<file path="config.mk">
export PLATFORM = sky130hd
export DESIGN_NAME = hist_calc_pipe
export DESIGN_NICKNAME = d
export VERILOG_FILES = /design/src/rtl/hist_pkg.sv /design/src/rtl/hist_fwd_inc.sv /design/src/rtl/hist_calc_pipe.sv
export SDC_FILE = /design/constraint.sdc
export NUM_CORES = 1
export LEC_CHECK = 0
export CELL_PAD_IN_SITES_DETAIL_PLACEMENT = 1
export CELL_PAD_IN_SITES_GLOBAL_PLACEMENT = 1
export CORE_MARGIN = 4
export CORE_UTILIZATION = 45
export DETAILED_ROUTE_END_ITERATION = 7
export MAX_ROUTING_LAYER = met4
export PLACE_DENSITY_LB_ADDON = 0.1
export SLEW_MARGIN = 20
export SYNTH_ARGS = -nofsm -noshare
export SYNTH_HDL_FRONTEND = slang
export SYNTH_HIERARCHICAL = 1
export SYNTH_SLANG_ARGS = --single-unit
</file>
<file path="constraint.sdc">
create_clock -name clk -period 10.9 [get_ports clk]
set_input_delay 2.18 -clock clk [delete_from_list [all_inputs] [get_ports clk]]
set_output_delay 2.18 -clock clk [all_outputs]
set_load 0.02 [all_outputs]
</file>
<file path="src/rtl/hist_pkg.sv">
// Shared state encoding, default widths and helpers for the pipelined histogram calculator.
package hist_pkg;

    typedef enum logic [2:0] {
        StIdle,
        StErase,
        StWaitSof,
        StCollect,
        StDrain
    } hist_state_e;

    localparam int unsigned DRAIN_CYC    = 3;
    localparam int unsigned PIX_GOOD_BIT = 15;

    localparam int unsigned DEF_PIX_W  = 14;
    localparam int unsigned DEF_BIN_W  = 14;
    localparam int unsigned DEF_CNT_W  = 18;
    localparam int unsigned DEF_FCNT_W = 24;

    // All-ones value of a w-bit counter; callers truncate to their own width.
    function automatic logic [31:0] cnt_max(input int unsigned w);
        if (w >= 32) begin
            return 32'hFFFF_FFFF;
        end
        return (32'd1 << w) - 32'd1;
    endfunction

endpackage

</file>
<file path="src/rtl/hist_fwd_inc.sv">
// S2 stage: picks the newest in-flight count for the bin (or the RAM value) and issues the
// saturating increment as the next RAM write.
module hist_fwd_inc
    import hist_pkg::*;
#(
    parameter int unsigned BIN_W = DEF_BIN_W,
    parameter int unsigned CNT_W = DEF_CNT_W
) (
    input  logic             clk,
    input  logic             srst,
    input  logic             vld,
    input  logic [BIN_W-1:0] bin,
    input  logic [CNT_W-1:0] ram_dout,
    output logic             we,
    output logic [BIN_W-1:0] addr,
    output logic [CNT_W-1:0] din,
    output logic             sat
);

    localparam logic [CNT_W-1:0] CNT_MAX = CNT_W'(cnt_max(CNT_W));

    // h1 is the write issued one cycle ago, h2 two cycles ago; neither is visible to the
    // RAM read that produced ram_dout yet.
    logic             h1_vld_q, h2_vld_q;
    logic [BIN_W-1:0] h1_bin_q, h2_bin_q;
    logic [CNT_W-1:0] h1_cnt_q, h2_cnt_q;
    logic [CNT_W-1:0] cnt;
    logic             at_max;

    always_comb begin
        cnt = ram_dout;
        if (h1_vld_q && (h1_bin_q == bin)) begin
            cnt = h1_cnt_q;
        end else if (h2_vld_q && (h2_bin_q == bin)) begin
            cnt = h2_cnt_q;
        end
    end

    assign at_max = (cnt == CNT_MAX);
    assign sat    = vld && at_max;
    assign din    = at_max ? CNT_MAX : cnt + CNT_W'(1);
    assign we     = vld;
    assign addr   = bin;

    always_ff @(posedge clk) begin
        if (srst) begin
            h1_vld_q <= 1'b0;
            h2_vld_q <= 1'b0;
        end else begin
            h1_vld_q <= vld;
            h2_vld_q <= h1_vld_q;
        end
    end

    always_ff @(posedge clk) begin
        h1_bin_q <= bin;
        h1_cnt_q <= din;
        h2_bin_q <= h1_bin_q;
        h2_cnt_q <= h1_cnt_q;
    end

endmodule

</file>
<file path="src/rtl/hist_calc_pipe.sv">
// Fully pipelined histogram accumulator: erase the external RAM, then count one frame of good
// pixels into saturating bins at one pixel per clock.
module hist_calc_pipe
    import hist_pkg::*;
#(
    parameter int unsigned PIX_W  = DEF_PIX_W,
    parameter int unsigned BIN_W  = DEF_BIN_W,
    parameter int unsigned CNT_W  = DEF_CNT_W,
    parameter int unsigned FCNT_W = DEF_FCNT_W
) (
    input  logic              clk,
    input  logic              srst,
    input  logic              sof,
    input  logic              hist_upd,
    output logic              hist_rdy,
    output logic [FCNT_W-1:0] frm_pix_cnt,
    output logic              sat_flag,
    input  logic [15:0]       s_axis_tdata,
    input  logic              s_axis_tvalid,
    output logic              s_axis_tready,
    input  logic              s_axis_tlast,
    output logic [BIN_W-1:0]  ram_rd_addr,
    input  logic [CNT_W-1:0]  ram_rd_dout,
    output logic              ram_we,
    output logic [BIN_W-1:0]  ram_wr_addr,
    output logic [CNT_W-1:0]  ram_wr_din
);

    localparam int unsigned       DW         = $clog2(DRAIN_CYC);
    localparam logic [DW-1:0]     DRAIN_LAST = DW'(DRAIN_CYC - 1);
    localparam logic [BIN_W-1:0]  BIN_LAST   = {BIN_W{1'b1}};
    localparam logic [FCNT_W-1:0] FCNT_MAX   = FCNT_W'(cnt_max(FCNT_W));

    hist_state_e       state_q, state_d;
    logic              hist_rdy_q, hist_rdy_d;
    logic              ram_we_q, ram_we_d;
    logic [BIN_W-1:0]  wr_addr_q, wr_addr_d;
    logic [CNT_W-1:0]  wr_din_q, wr_din_d;
    logic [BIN_W-1:0]  rd_addr_q;
    logic [DW-1:0]     drain_cnt_q, drain_cnt_d;
    logic [FCNT_W-1:0] fcnt_q, fcnt_d;
    logic [FCNT_W-1:0] frm_cnt_q, frm_cnt_d;
    logic              sat_acc_q, sat_acc_d;
    logic              sat_q, sat_d;

    logic              s1_vld_q, s2_vld_q;
    logic [BIN_W-1:0]  s1_bin_q, s2_bin_q;

    logic              accept;
    logic [BIN_W-1:0]  pix_bin;
    logic              fwd_we;
    logic [BIN_W-1:0]  fwd_addr;
    logic [CNT_W-1:0]  fwd_din;
    logic              fwd_sat;
    logic              unused_in;

    assign unused_in     = ^{s_axis_tlast, s_axis_tdata};
    assign pix_bin       = s_axis_tdata[PIX_W-1 -: BIN_W];
    assign s_axis_tready = (state_q != StErase) && (state_q != StDrain);
    // A pixel arriving together with sof belongs to neither frame.
    assign accept = (state_q == StCollect) && !sof && s_axis_tvalid
                    && s_axis_tdata[PIX_GOOD_BIT];

    hist_fwd_inc #(
        .BIN_W (BIN_W),
        .CNT_W (CNT_W)
    ) u_fwd_inc (
        .clk      (clk),
        .srst     (srst),
        .vld      (s2_vld_q),
        .bin      (s2_bin_q),
        .ram_dout (ram_rd_dout),
        .we       (fwd_we),
        .addr     (fwd_addr),
        .din      (fwd_din),
        .sat      (fwd_sat)
    );

    always_comb begin
        state_d     = state_q;
        hist_rdy_d  = hist_rdy_q;
        ram_we_d    = 1'b0;
        wr_addr_d   = wr_addr_q;
        wr_din_d    = wr_din_q;
        drain_cnt_d = drain_cnt_q;
        fcnt_d      = fcnt_q;
        frm_cnt_d   = frm_cnt_q;
        sat_acc_d   = sat_acc_q;
        sat_d       = sat_q;

        unique case (state_q)
            StIdle: begin
                if (hist_upd) begin
                    state_d    = StErase;
                    hist_rdy_d = 1'b0;
                    ram_we_d   = 1'b1;
                    wr_addr_d  = '0;
                    wr_din_d   = '0;
                end
            end
            StErase: begin
                if (wr_addr_q == BIN_LAST) begin
                    state_d = StWaitSof;
                end else begin
                    ram_we_d  = 1'b1;
                    wr_addr_d = wr_addr_q + BIN_W'(1);
                end
            end
            StWaitSof: begin
                if (sof) begin
                    state_d   = StCollect;
                    fcnt_d    = '0;
                    sat_acc_d = 1'b0;
                end
            end
            StCollect: begin
                if (sof) begin
                    state_d     = StDrain;
                    drain_cnt_d = '0;
                end
            end
            StDrain: begin
                // DRAIN_CYC covers the S1/S2 stages plus the final write cycle.
                if (drain_cnt_q == DRAIN_LAST) begin
                    state_d    = StIdle;
                    hist_rdy_d = 1'b1;
                    frm_cnt_d  = fcnt_q;
                    sat_d      = sat_acc_q;
                end else begin
                    drain_cnt_d = drain_cnt_q + DW'(1);
                end
            end
            default: begin
                state_d = StIdle;
            end
        endcase

        if (fwd_we) begin
            ram_we_d  = 1'b1;
            wr_addr_d = fwd_addr;
            wr_din_d  = fwd_din;
            sat_acc_d = sat_acc_q | fwd_sat;
            if (fcnt_q != FCNT_MAX) begin
                fcnt_d = fcnt_q + FCNT_W'(1);
            end
        end
    end

    always_ff @(posedge clk) begin
        if (srst) begin
            state_q     <= StIdle;
            hist_rdy_q  <= 1'b1;
            ram_we_q    <= 1'b0;
            wr_addr_q   <= '0;
            wr_din_q    <= '0;
            rd_addr_q   <= '0;
            drain_cnt_q <= '0;
            fcnt_q      <= '0;
            frm_cnt_q   <= '0;
            sat_acc_q   <= 1'b0;
            sat_q       <= 1'b0;
            s1_vld_q    <= 1'b0;
            s2_vld_q    <= 1'b0;
        end else begin
            state_q     <= state_d;
            hist_rdy_q  <= hist_rdy_d;
            ram_we_q    <= ram_we_d;
            wr_addr_q   <= wr_addr_d;
            wr_din_q    <= wr_din_d;
            drain_cnt_q <= drain_cnt_d;
            fcnt_q      <= fcnt_d;
            frm_cnt_q   <= frm_cnt_d;
            sat_acc_q   <= sat_acc_d;
            sat_q       <= sat_d;
            s1_vld_q    <= accept;
            s2_vld_q    <= s1_vld_q;
            if (accept) begin
                rd_addr_q <= pix_bin;
            end
        end
    end

    always_ff @(posedge clk) begin
        s1_bin_q <= pix_bin;
        s2_bin_q <= s1_bin_q;
    end

    assign hist_rdy    = hist_rdy_q;
    assign frm_pix_cnt = frm_cnt_q;
    assign sat_flag    = sat_q;
    assign ram_rd_addr = rd_addr_q;
    assign ram_we      = ram_we_q;
    assign ram_wr_addr = wr_addr_q;
    assign ram_wr_din  = wr_din_q;

endmodule

</file>
## After elaboration in Yosys (flattened, before gate mapping)

Index checks and enable logic that the tools add are counted.

| storage, ports and cells | value |
|---|---|
| bits of input ports | 40 |
| flip-flop bits (word level) | 199 |
| word-level logic and storage cells | 102 |
| output and inout port bits | 74 |

| operators by class | value |
|---|---|
| bitwise logic cells | 1 |
| reduce and logical (&&, ||, !) cells | 23 |
| add/sub/neg operators | 4 |
| equality and inequality tests | 20 |
| muxes and demuxes | 33 |

Operator list:

| cell | number |
|---|---|
| $mux 18 | 6 |
| $mux 24 | 4 |
| $mux 14 | 3 |
| $eq 14x14->1 | 2 |
| $pmux 14 s2 | 1 |
| $add 24x1->24 const B | 1 |
| $ne 24x24->1 const B | 1 |
| $add 18x1->18 const B | 1 |
| $eq 18x18->1 const B | 1 |
| $mux 3 | 5 |
| $pmux 3 s5 | 1 |
| $add 14x1->14 const B | 1 |
| $eq 14x14->1 const B | 1 |
| $ne 2x2->1 const B | 6 |
| $reduce_bool 2->1 | 6 |
| $ne 3x3->1 const B | 3 |
| $reduce_and 3->1 | 3 |
| $mux 1 | 8 |
| $logic_and 1x1->1 | 7 |
| $eq 3x2->1 const B | 2 |
| $reduce_and 2->1 | 3 |
| $reduce_and 5->1 | 1 |
| $mux 2 | 2 |
| $pmux 1 s2 | 2 |
| other kinds (10) | 10 |

## Logic depth before layout (Yosys ltp)

Gate-level depths: netlist of the first run.

| depth | value |
|---|---|
| depth in word-level cells | 8 |
| mapped depth | 17 |
| mapped depth without buffers | 12 |

## By module

The synthesis of the first run kept the hierarchy.

Modules (own cells, without submodules):

| module | area an instance (sq um) | cells each | instances |
|---|---|---|---|
| hist_calc_pipe | 5303.8 | 574 | 1 |
| hist_fwd_inc | 2929.1 | 305 | 1 |

## Worst setup path after synthesis of the first run

Ideal clock, no wire load.

| path | value |
|---|---|
| path kind | in2reg |
| start | input port ram_rd_dout[3] |
| end | register wr_din_q[10] (netlist: ram_wr_din[10]) |
| path buffers | 1 |
| required time | 10.772 ns |
| cell stages on the path | 9 |
| data arrival time | 3.785 ns |
| setup time | 0.128 ns |
| slack | 6.988 ns |
| cell sequence | nand4_1 mux2_2 o31a_2 buf_6 nor4_1 xnor2_1 nand2_2 a22oi_1 nor2_1 |

| between the ends | value |
|---|---|
| longest elaborated chain between the ends | 5 |
| elaborated cells on any way between the ends | 6 |
| classes of those cells | add/sub: 1; eq/ne: 1; mux: 4 |

RTL lines:

| element | RTL line | source |
|---|---|---|
| start: declaration | hist_calc_pipe.sv:23 | `input logic [CNT_W-1:0] ram_rd_dout,` |
| $mux 18 * | hist_fwd_inc.sv:34 | `end else if (h2_vld_q && (h2_bin_q == bin)) begin` |
| $mux 18 * | hist_fwd_inc.sv:32 | `if (h1_vld_q && (h1_bin_q == bin)) begin` |
| $add 18x1->18 or $eq 18x18->1 (tied branches) | hist_fwd_inc.sv:41, hist_fwd_inc.sv:39 |  |
| $mux 18 * | hist_fwd_inc.sv:41 | `assign din = at_max ? CNT_MAX : cnt + CNT_W'(1);` |
| named net fwd_din[10] | hist_calc_pipe.sv:53 | `logic [CNT_W-1:0] fwd_din;` |
| $mux 18 * | hist_calc_pipe.sv:138 | `if (fwd_we) begin` |
| end signal: assignment | hist_calc_pipe.sv:169 | `wr_din_q <= wr_din_d;` |
| end: declaration | hist_calc_pipe.sv:38 | `logic [CNT_W-1:0] wr_din_q, wr_din_d;` |

The timed path passes the listed nets; every way through them passes the cells marked *.
A chain may end at the register's enable or synchronous reset.

## Final worst setup path of the first run

| path | value |
|---|---|
| start | input port ram_rd_dout[0] |
| end | register wr_din_q[7] (netlist: ram_wr_din[7]) |

Same word-level chain as after synthesis.

==> results of run 1 <==
[cell type report]
type / instances / area (um2) / share of cell area, %
clock buffers: 19 / 453 / 4.56
inverters: 16 / 60.1 / 0.604
repair buffers: 117 / 1150 / 11.6
flip-flops and latches: 199 / 3980 / 40.1
multi-input cells: 604 / 3820 / 38.5
well taps: 229 / 287 / 2.88
clock inverters: 13 / 181 / 1.83
[worst max-delay path, delay by kind of cell]
family	cells	cell delay, ns
buffers and inverters	1	0.49
AOI/OAI and AO/OA	5	1.32
adders and majority gates	1	0.35
and+or+nand+nor	3	0.60
[power by group through the flow]
stage / clock, W / combinational (W) / sequential, W
floorplan: 0 / 0.0000517 / 0.000778
global placement: 0 / 0.0000798 / 0.000781
CTS: 0.000695 / 0.0000842 / 0.000766
global route: 0.000728 / 0.0000914 / 0.000769
detailed placement: 0 / 0.0000827 / 0.000783
finish: 0.000683 / 0.0000838 / 0.000766
[cell usage after synthesis, types with 8 or more instances]
cell type	instances	share of area, %
dfxtp_1	199	48
nand2_1	114	5.2
nor2_1	81	3.7
a21oi_1	45	2.7
xnor2_1	38	4.0
nand3_1	31	1.9
mux2i_1	28	3.4
nand4_1	27	2.1
clkbuf_1	22	1.0
nor3_1	20	1.2
buf_4	19	1.7
o21ai_0	19	1.2
a22oi_1	18	1.6
and3_1	17	1.3
inv_1	13	0.59
a211o_1	12	1.3
a31oi_1	11	0.84
buf_2	9	0.55
nor4_1	9	0.68
o21ai_1	8	0.49
[flip-flops by register name, indices dropped and copies added, names as in the netlist, 2 cells and up]
| signal | count |
|---|---|
| fcnt_q | 24 |
| ram_rd_addr | 14 |
| drain_cnt_q | 2 |
| u_fwd_inc/h2_bin_q | 14 |
| ram_wr_addr | 14 |
| u_fwd_inc/h1_cnt_q | 18 |
| s1_bin_q | 14 |
| s2_bin_q | 14 |
| state_q | 3 |
| frm_pix_cnt | 24 |
| u_fwd_inc/h1_bin_q | 14 |
| ram_wr_din | 18 |
| u_fwd_inc/h2_cnt_q | 18 |
[routing by layer]
metal	part of all wire [%]	global-route usage, %
met5	0	-
met4	1.3	7.98
met3	4.4	3.65
met2	49	38.9
met1	45	29.0
[cell families (layout without fill, tap and decap cells)]
logic type / count (synthesis) / after routing
AND/OR/NAND/NOR: 357 / 357
flip-flops: 199 / 199
AO/OA/AOI/OAI: 168 / 168
buffers and inverters: 76 / 165
XOR/XNOR: 45 / 45
multiplexers: 30 / 30
adder cells (fa/ha/maj): 4 / 4
[worst max-delay path by stage]
stage / start / to / slack (ns) / depth (start not counted)
after global routing: ram_rd_dout[0] / ram_wr_din[7]$_SDFFE_PP0P_ / 6.22 / 10
after detailed placement: ram_rd_dout[1] / ram_wr_din[7]$_SDFFE_PP0P_ / 5.90 / 10
final: ram_rd_dout[0] / ram_wr_din[7]$_SDFFE_PP0P_ / 6.32 / 10
after floorplan: ram_rd_dout[3] / ram_wr_din[10]$_SDFFE_PP0P_ / 6.99 / 9
after CTS: ram_rd_dout[1] / ram_wr_din[7]$_SDFFE_PP0P_ / 6.35 / 10
after global placement: ram_rd_dout[3] / ram_wr_din[11]$_SDFFE_PP0P_ / 6.00 / 9
[per-stage QoR]
stage	instances	instance area (um2)	utilization (%)	hold slack (ns)
after floorplan	879	8230	-	0.310
after global placement	1165	9300	51.8	0.311
after detailed placement	1165	9300	51.8	0.313
after CTS	1197	9930	55.3	0.331
after global routing	1197	9940	55.3	0.334
final	1197	9940	55.3	0.331
==> out/metrics.cfg, run 1 <==
[timing]
fin_ws_ns = 6.32
finalCritPeriodShare_pct = 42.0
timing.setup.tns_ns = 0
post-route-min-period_ns = 4.58
setup_viol = 0
fmax_mhz = 218
drv_slew = 0
grt_setup_unrepaired = false
hold_viol = 0
skew_ns = 0.0138
worst_slew_pin_slew_ns = 1.03
relSlewSlack_pct = 31.3

[clocking]
postCtsResizedCells = 0
cts_tree = yes
cts_sinks = 199
cts_buffers = 17
holdBufCountCts = 0
htreeDepth = 4
insertion_delay_ns = 0.44
postCtsSetupBuffers = 0
clock_path_buffers = 2
path_clk_slew_ns = 0.07
cts_root_buf = clkbuf_16

[synth]
synth_nets = 923
post_synth.cell_area_avg_um2 = 9.37
synthFlopType = dfxtp_1
yosysUniqueCellTypes = 83
ys_seq_elements = 199
synth_area_um2 = 8230
synth_xor_xnor_area_share_pct = 4.79
synthMuxAreaShare_pct = 3.68
synthSimpleGateAreaFrac_pct = 22.3
synth_edf_count = 0
ys_seq_area_share_pct = 48.4
synthAdderAreaFrac_pct = 0.608
synth_top_family_by_area = simple AND/OR/NAND/NOR gates
synth_compound_area_share_pct = 15.0
yosys_warnings = 6
synthCells = 879
async_flop_share_pct = 0

[global_routing]
grt_max_degree = 88
antenna_found_initial = 0
grt.total_usage_pct = 23.4
gr-total-overflow = 0
grt_pass1_vias = 7182
grt_pass1_wl_um = 37200

[setup_path]
crit_chain = clkdlybuf4s50_1, nand2_1, a31oi_1, ha_1, o211ai_4, nor4_4, o2111ai_4, o21ai_0, a22oi_1, nor2_1
path_class = in2reg
r2r_start = s2_bin_q[3]$_DFF_P_
startpoint_type = input port
worst_path_largest_cell_delay_ns = 0.49
slowest_stage = clkdlybuf4s50_1
rr_worst_depth = 12
critPathMaxFanout = 17
critPathCaptureType = flop
worstPathArrival_ns = 4.95
r2r-end = ram_wr_din[7]$_SDFFE_PP0P_
required_ns = 11.27
rrSetupSlack_ns = 6.94

[floorplan]
coreArea_um2 = 18000
start_util_pct = 45.8
die_h_um = 143
fp-row-count = 49
io_pins = 114
die_area_um2 = 20500
fp.dieW_um = 143

[run]
max-cap-violations = 0

[final_layout]
nets = 999
fillers = 2013
final_common_cell = dfxtp_1
drive_gt1_share_pct = 8.88
area_delta_synth_final_pct = 20.7
layout_common_cells = dfxtp_1, nand2_1, clkdlybuf4s50_1
diodes = 0

[detailed_routing]
routed_wl_um = 22800
num_vias = 6799
drt_iter0_drc = 283
firstDrtPassIters = 5
ant_nets = 0
wl_per_cell_um = 19.0
vias_per_cell = 5.68
drc = 0

[power]
power_w = 0.00153
p_leak_nw = 3.63
max-vdd-ir-drop_v = 0.000135
pwr-share-seq_pct = 50.0
switchingPower_w = 0.000367
pwr-share-comb_pct = 5.5
clkPwrFrac_pct = 44.6
p_int_w = 0.00117
p_sw_share_pct = 23.9
powerDensity_nw_per_um2 = 154

[min_path]
worst_hold_path_type = reg2reg
hold_start = s1_bin_q[9]$_DFF_P_
whs_path_depth = 0
min_delay_worst_endpoint = s2_bin_q[9]$_DFF_P_

[placed_design]
numPortBuffers = 111
gp_congestion = 0.895
pre_cts_slack_ns = 5.90
hpwlAfterDp_um = 15800

[status]
status = completed

(Power assumes the default switching activity.)
==> run 2: changes to the inputs <==
--- a/config.mk
+++ b/config.mk
@@ -8,7 +8,7 @@
 export CELL_PAD_IN_SITES_DETAIL_PLACEMENT = 1
 export CELL_PAD_IN_SITES_GLOBAL_PLACEMENT = 1
 export CORE_MARGIN = 4
-export CORE_UTILIZATION = 45
+export CORE_UTILIZATION = 38
 export DETAILED_ROUTE_END_ITERATION = 7
 export MAX_ROUTING_LAYER = met4
 export PLACE_DENSITY_LB_ADDON = 0.1
==> constraint.sdc (replaced) <==
create_clock -name clk -period 4.1 [get_ports clk]
set_input_delay 0.82 -clock clk [delete_from_list [all_inputs] [get_ports clk]]
set_output_delay 0.82 -clock clk [all_outputs]
set_load 0.02 [all_outputs]
==> out/metrics.cfg, run 2 (synthesized netlist as in run 1, its figures left out) <==
[status]
status = completed

[floorplan]
io_pins = 114  ; unchanged
die_h_um = 155  ; +8.3%
fp-row-count = 53  ; +8.2%
start_util_pct = 38.9  ; -6.9 points
fp.dieW_um = 155  ; +8.3%
die_area_um2 = 24100  ; +17%
coreArea_um2 = 21200  ; +18%

[detailed_routing]
firstDrtPassIters = 4  ; -1
routed_wl_um = 21900  ; -4.1%
ant_nets = 0  ; unchanged
drt_iter0_drc = 383  ; +35%
drc = 0  ; unchanged
num_vias = 6590  ; -3.1%
vias_per_cell = 5.28  ; -7.1%
wl_per_cell_um = 17.5  ; -8.1%

[placed_design]
pre_cts_slack_ns = 0.392  ; -5.50 ns
gp_congestion = 0.793  ; -11%
numPortBuffers = 111  ; unchanged
hpwlAfterDp_um = 15200  ; -3.6%
place_area_um2 = 9400  ; +1.1%

[final_layout]
area_delta_synth_final_pct = 21.8
final_common_cell = dfxtp_1
diodes = 0  ; unchanged
layout_common_cells = dfxtp_1, nand2_1, clkdlybuf4s50_1
drive_gt1_share_pct = 9.45  ; +0.56 points
nets = 1005  ; +0.60%
stdcell_area_um2 = 10000  ; +0.91%

[timing]
timing.setup.tns_ns = 0  ; unchanged
grt_setup_unrepaired = false
skew_ns = 0.0158  ; +0.00203 ns
finalCritPeriodShare_pct = 91.0
hold_viol = 0  ; unchanged
setup_viol = 0  ; unchanged
fmax_mhz = 268
holdWs_ns = 0.325  ; -0.00532 ns
post-route-min-period_ns = 3.73
worst_slew_pin_slew_ns = 0.842  ; -0.186 ns
fin_ws_ns = 0.370  ; -5.95 ns
relSlewSlack_pct = 43.5  ; +12 points
drv_slew = 0  ; unchanged

[setup_path]
worstPathArrival_ns = 4.10  ; -0.85 ns
critPathCaptureType = flop
path_class = reg2reg
critPathMaxFanout = 17  ; unchanged
rr_worst_depth = 11  ; -1
rrSetupSlack_ns = 0.37  ; -6.57 ns
r2r_start = s2_bin_q[2]$_DFF_P_
startpoint_type = flop
required_ns = 4.47  ; -6.80 ns
r2r-end = ram_wr_din[11]$_SDFFE_PP0P_

[power]
power_w = 0.00400  ; +160%
p_leak_nw = 3.64  ; +0.32%
powerDensity_nw_per_um2 = 399  ; +160%
max-vdd-ir-drop_v = 0.000234  ; +74%

[clocking]
path_clk_slew_ns = 0.08  ; about the same
postCtsResizedCells = 0  ; unchanged
cts_sinks = 199  ; unchanged
insertion_delay_ns = 0.43  ; about the same
cts_buffers = 17  ; unchanged
postCtsSetupBuffers = 0  ; unchanged
holdBufCountCts = 0  ; unchanged
cts_root_buf = clkbuf_16
clock_path_buffers = 2  ; unchanged
cts_tree = yes
htreeDepth = 4  ; unchanged

[min_path]
whs_path_depth = 0  ; unchanged
hold_start = s1_bin_q[7]$_DFF_P_
min_delay_worst_endpoint = s2_bin_q[7]$_DFF_P_
worst_hold_path_type = reg2reg

[run]
max-cap-violations = 0  ; unchanged

[global_routing]
antenna_found_initial = 0  ; unchanged
grt_pass1_vias = 6754  ; -6.0%
grt.total_usage_pct = 19.0  ; -4.4 points
grt_max_degree = 63  ; -28%
grt_pass1_wl_um = 36100  ; -2.9%
gr-total-overflow = 0  ; unchanged

run 2: critical path, cell delays in order, from the launching register on:
cell	delay [ns]
dfxtp_1	0.49
xnor2_1	0.19
nand4_1	0.12
or4_1	0.63
a31oi_1	0.27
ha_1	0.34
o211ai_4	0.21
nor4_4	0.42
o2111ai_4	0.45
o31ai_1	0.27
a22oi_1	0.15
nor2_1	0.12
run 2: worst max path at each step:
stage,start,end,slack [ns],cells after the start
after global routing,s2_bin_q[3]$_DFF_P_,sat_acc_q$_SDFFE_PP0P_,0.02,12
after global placement,s2_bin_q[3]$_DFF_P_,ram_wr_din[11]$_SDFFE_PP0P_,0.47,12
after detailed placement,s2_bin_q[2]$_DFF_P_,ram_wr_din[11]$_SDFFE_PP0P_,0.39,11
after CTS,s2_bin_q[11]$_DFF_P_,ram_wr_din[11]$_SDFFE_PP0P_,0.34,11
after floorplan,s2_bin_q[7]$_DFF_P_,ram_wr_din[13]$_SDFFE_PP0P_,0.45,16
final,s2_bin_q[2]$_DFF_P_,ram_wr_din[11]$_SDFFE_PP0P_,0.37,11
run 2: layout make-up:
type / instances / area (um2)
clock buffer: 18 / 429
fill: 2412 / 11100
sequential: 199 / 3980
clock inverter: 14 / 185
timing repair buffer: 123 / 1200
multi-input combinational: 604 / 3830
tap: 275 / 344
inverter: 16 / 60.1
run 2: routing by layer:
metal  track usage [%]  share of wire [%]  vias to the layer above
met5                 -                  0                        -
met4              3.96               0.74                        0
met3              3.42                2.9                       13
met2              30.9                 47                       94
met1              25.0                 49                     3183
li1                  -                  -                     3300
run 2: stage by stage:
step           cells  utilization, %
2_1_floorplan    879               -
3_3_place_gp    1217            44.5
3_5_place_dp    1217            44.5
4_1_cts         1249            47.4
5_1_grt         1249            47.4
6_report        1249            47.4
run 2: power by group:
| part | total (W) | internal [W] | switching (W) |
|---|---|---|---|
| sequential | 0.00203 | 0.00199 | 0.0000446 |
| clock | 0.00174 | 0.000931 | 0.000808 |
| combinational | 0.000225 | 0.0000998 | 0.000125 |
| total | 0.00400 | 0.00302 | 0.000978 |
==> run 3: changes to the inputs <==
--- a/config.mk
+++ b/config.mk
@@ -8,8 +8,9 @@
 export CELL_PAD_IN_SITES_DETAIL_PLACEMENT = 1
 export CELL_PAD_IN_SITES_GLOBAL_PLACEMENT = 1
 export CORE_MARGIN = 4
-export CORE_UTILIZATION = 38
+export CORE_UTILIZATION = 44
 export DETAILED_ROUTE_END_ITERATION = 7
+export DONT_BUFFER_PORTS = 1
 export MAX_ROUTING_LAYER = met4
 export PLACE_DENSITY_LB_ADDON = 0.1
 export SLEW_MARGIN = 20
==> out/metrics.cfg, run 3 (synthesized netlist as in run 1, its figures left out) <==
[timing]
grt_setup_unrepaired = false
timing.setup.tns_ns = 0  ; unchanged
finalCritPeriodShare_pct = 91.7  ; +0.74 points
setup_viol = 0  ; unchanged
skew_ns = 0.00987  ; -0.00591 ns
worst_slew_pin_slew_ns = 1.02  ; +0.176 ns
holdWs_ns = 0.329  ; +0.00420 ns
relSlewSlack_pct = 31.9  ; -12 points
hold_viol = 0  ; unchanged
drv_slew = 0  ; unchanged
fmax_mhz = 266  ; -0.80%
fin_ws_ns = 0.340  ; -0.0303 ns
post-route-min-period_ns = 3.76  ; +0.0303 ns

[floorplan]
fp-row-count = 49  ; -7.5%
die_area_um2 = 21000  ; -13%
fp.dieW_um = 145  ; -6.7%
io_pins = 114  ; unchanged
start_util_pct = 45.2  ; +6.3 points
coreArea_um2 = 18200  ; -14%
die_h_um = 145  ; -6.7%

[clocking]
postCtsSetupBuffers = 0  ; unchanged
htreeDepth = 4  ; unchanged
cts_tree = yes
cts_root_buf = clkbuf_16
insertion_delay_ns = 0.43  ; about the same
clock_path_buffers = 2  ; unchanged
postCtsResizedCells = 0  ; unchanged
holdBufCountCts = 0  ; unchanged
cts_sinks = 199  ; unchanged
path_clk_slew_ns = 0.07  ; about the same
cts_buffers = 17  ; unchanged

[final_layout]
area_delta_synth_final_pct = 7.49
diodes = 0  ; unchanged
final_common_cell = dfxtp_1
nets = 892  ; -11%
stdcell_count = 1090  ; -13%
drive_gt1_share_pct = 10.2  ; +0.78 points
layout_common_cells = dfxtp_1, nand2_1, nor2_1
final_core_util_pct = 48.6  ; +1.2 points

[setup_path]
path_class = reg2reg
worstPathArrival_ns = 4.13  ; +0.03 ns
critPathMaxFanout = 17  ; unchanged
startpoint_type = flop
required_ns = 4.47  ; about the same
critPathCaptureType = flop

[detailed_routing]
wl_per_cell_um = 20.1  ; +15%
num_vias = 6321  ; -4.1%
ant_nets = 0  ; unchanged
drt_iter0_drc = 307  ; -20%
vias_per_cell = 5.80  ; +9.9%
drc = 0  ; unchanged
routed_wl_um = 21900  ; +0.11%
firstDrtPassIters = 4  ; unchanged

[global_routing]
antenna_found_initial = 0  ; unchanged
grt_pass1_wl_um = 35100  ; -2.9%
grt_pass1_vias = 6454  ; -4.4%
grt.total_usage_pct = 21.9  ; +2.9 points
gr-total-overflow = 0  ; unchanged
grt_max_degree = 88  ; +40%

[power]
switchingPower_w = 0.000899  ; -8.0%
p_int_w = 0.00305  ; +1.2%
clkPwrFrac_pct = 44.4  ; +0.9 points
p_sw_share_pct = 22.7  ; -1.7 points
pwr-share-comb_pct = 3.9  ; -1.7 points
max-vdd-ir-drop_v = 0.000304  ; +30%
p_leak_nw = 3.24  ; -11%
pwr-share-seq_pct = 51.6  ; +0.7 points
powerDensity_nw_per_um2 = 447  ; +12%

[placed_design]
gp_congestion = 0.878  ; +11%
dp_cells = 1058  ; -13%
numPortBuffers = 0  ; -100%
pre_cts_slack_ns = 0.450  ; +0.0576 ns
hpwlAfterDp_um = 15200  ; -0.49%

[run]
max-cap-violations = 0  ; unchanged

[min_path]
worst_hold_path_type = reg2reg

[status]
status = completed

-- run 3: cell types whose count changed in the layout (fill, tap and decap cells not counted), sizes merged --
cell           delta
buf               -3
bufinv            +1
clkbuf            +2
clkdlybuf4s50   -110
clkinv            -1
inv               -2
-- run 3: power groups by stage --
stage                     clock network [W]  logic [W]  registers, W
after floorplan                           0   0.000138       0.00207
after global placement                    0   0.000148       0.00208
after detailed placement                  0   0.000151       0.00209
after CTS                           0.00180   0.000155       0.00204
after global routing                0.00190   0.000171       0.00205
final                               0.00176   0.000155       0.00204
-- run 3: cell type report --
type,instances,area [um2]
fillers,2048,9360
flip-flops and latches,199,3980
multi-input cells,604,3820
clock buffers,20,457
well taps,229,287
clock inverters,12,165
repair buffers,10,75.1
inverters,16,60.1
-- run 3: stage by stage --
step	power, W	area, um2
after global placement	0.00223	8220
after CTS	0.00400	8840
final	0.00395	8850
after detailed placement	0.00224	8220
after global routing	0.00411	8850
after floorplan	0.00221	8230
-- run 3: path summary, 6_finish.rpt --
path / startpoint / end / slack (ns) / cells after the start
worst max-delay path: s2_bin_q[6]$_DFF_P_ / ram_wr_din[11]$_SDFFE_PP0P_ / 0.34 / 11
worst min-delay path: s1_bin_q[10]$_DFF_P_ / s2_bin_q[10]$_DFF_P_ / 0.33 / 0
worst max register to register: s2_bin_q[6]$_DFF_P_ / ram_wr_din[11]$_SDFFE_PP0P_ / 0.34 / 11
worst min register to register: s1_bin_q[10]$_DFF_P_ / s2_bin_q[10]$_DFF_P_ / 0.33 / 0
-- run 3: metal layers --
layer  track usage, %  vias up  routed length, um
met5                -        -                  0
met1             27.9     3110               9900
met3             5.29       21               1080
li1                 -     3068                  -
met2             34.5      122              10500
met4             6.38        0                350
-- run 3: worst max-delay path: stages (launching register included) --
cell	delay (ns)
dfxtp_1	0.49
xnor2_1	0.21
nand4_1	0.17
or4_1	0.65
a31oi_1	0.27
ha_1	0.35
o211ai_4	0.21
nor4_4	0.40
o2111ai_4	0.42
o31ai_1	0.26
a22oi_1	0.15
nor2_1	0.12
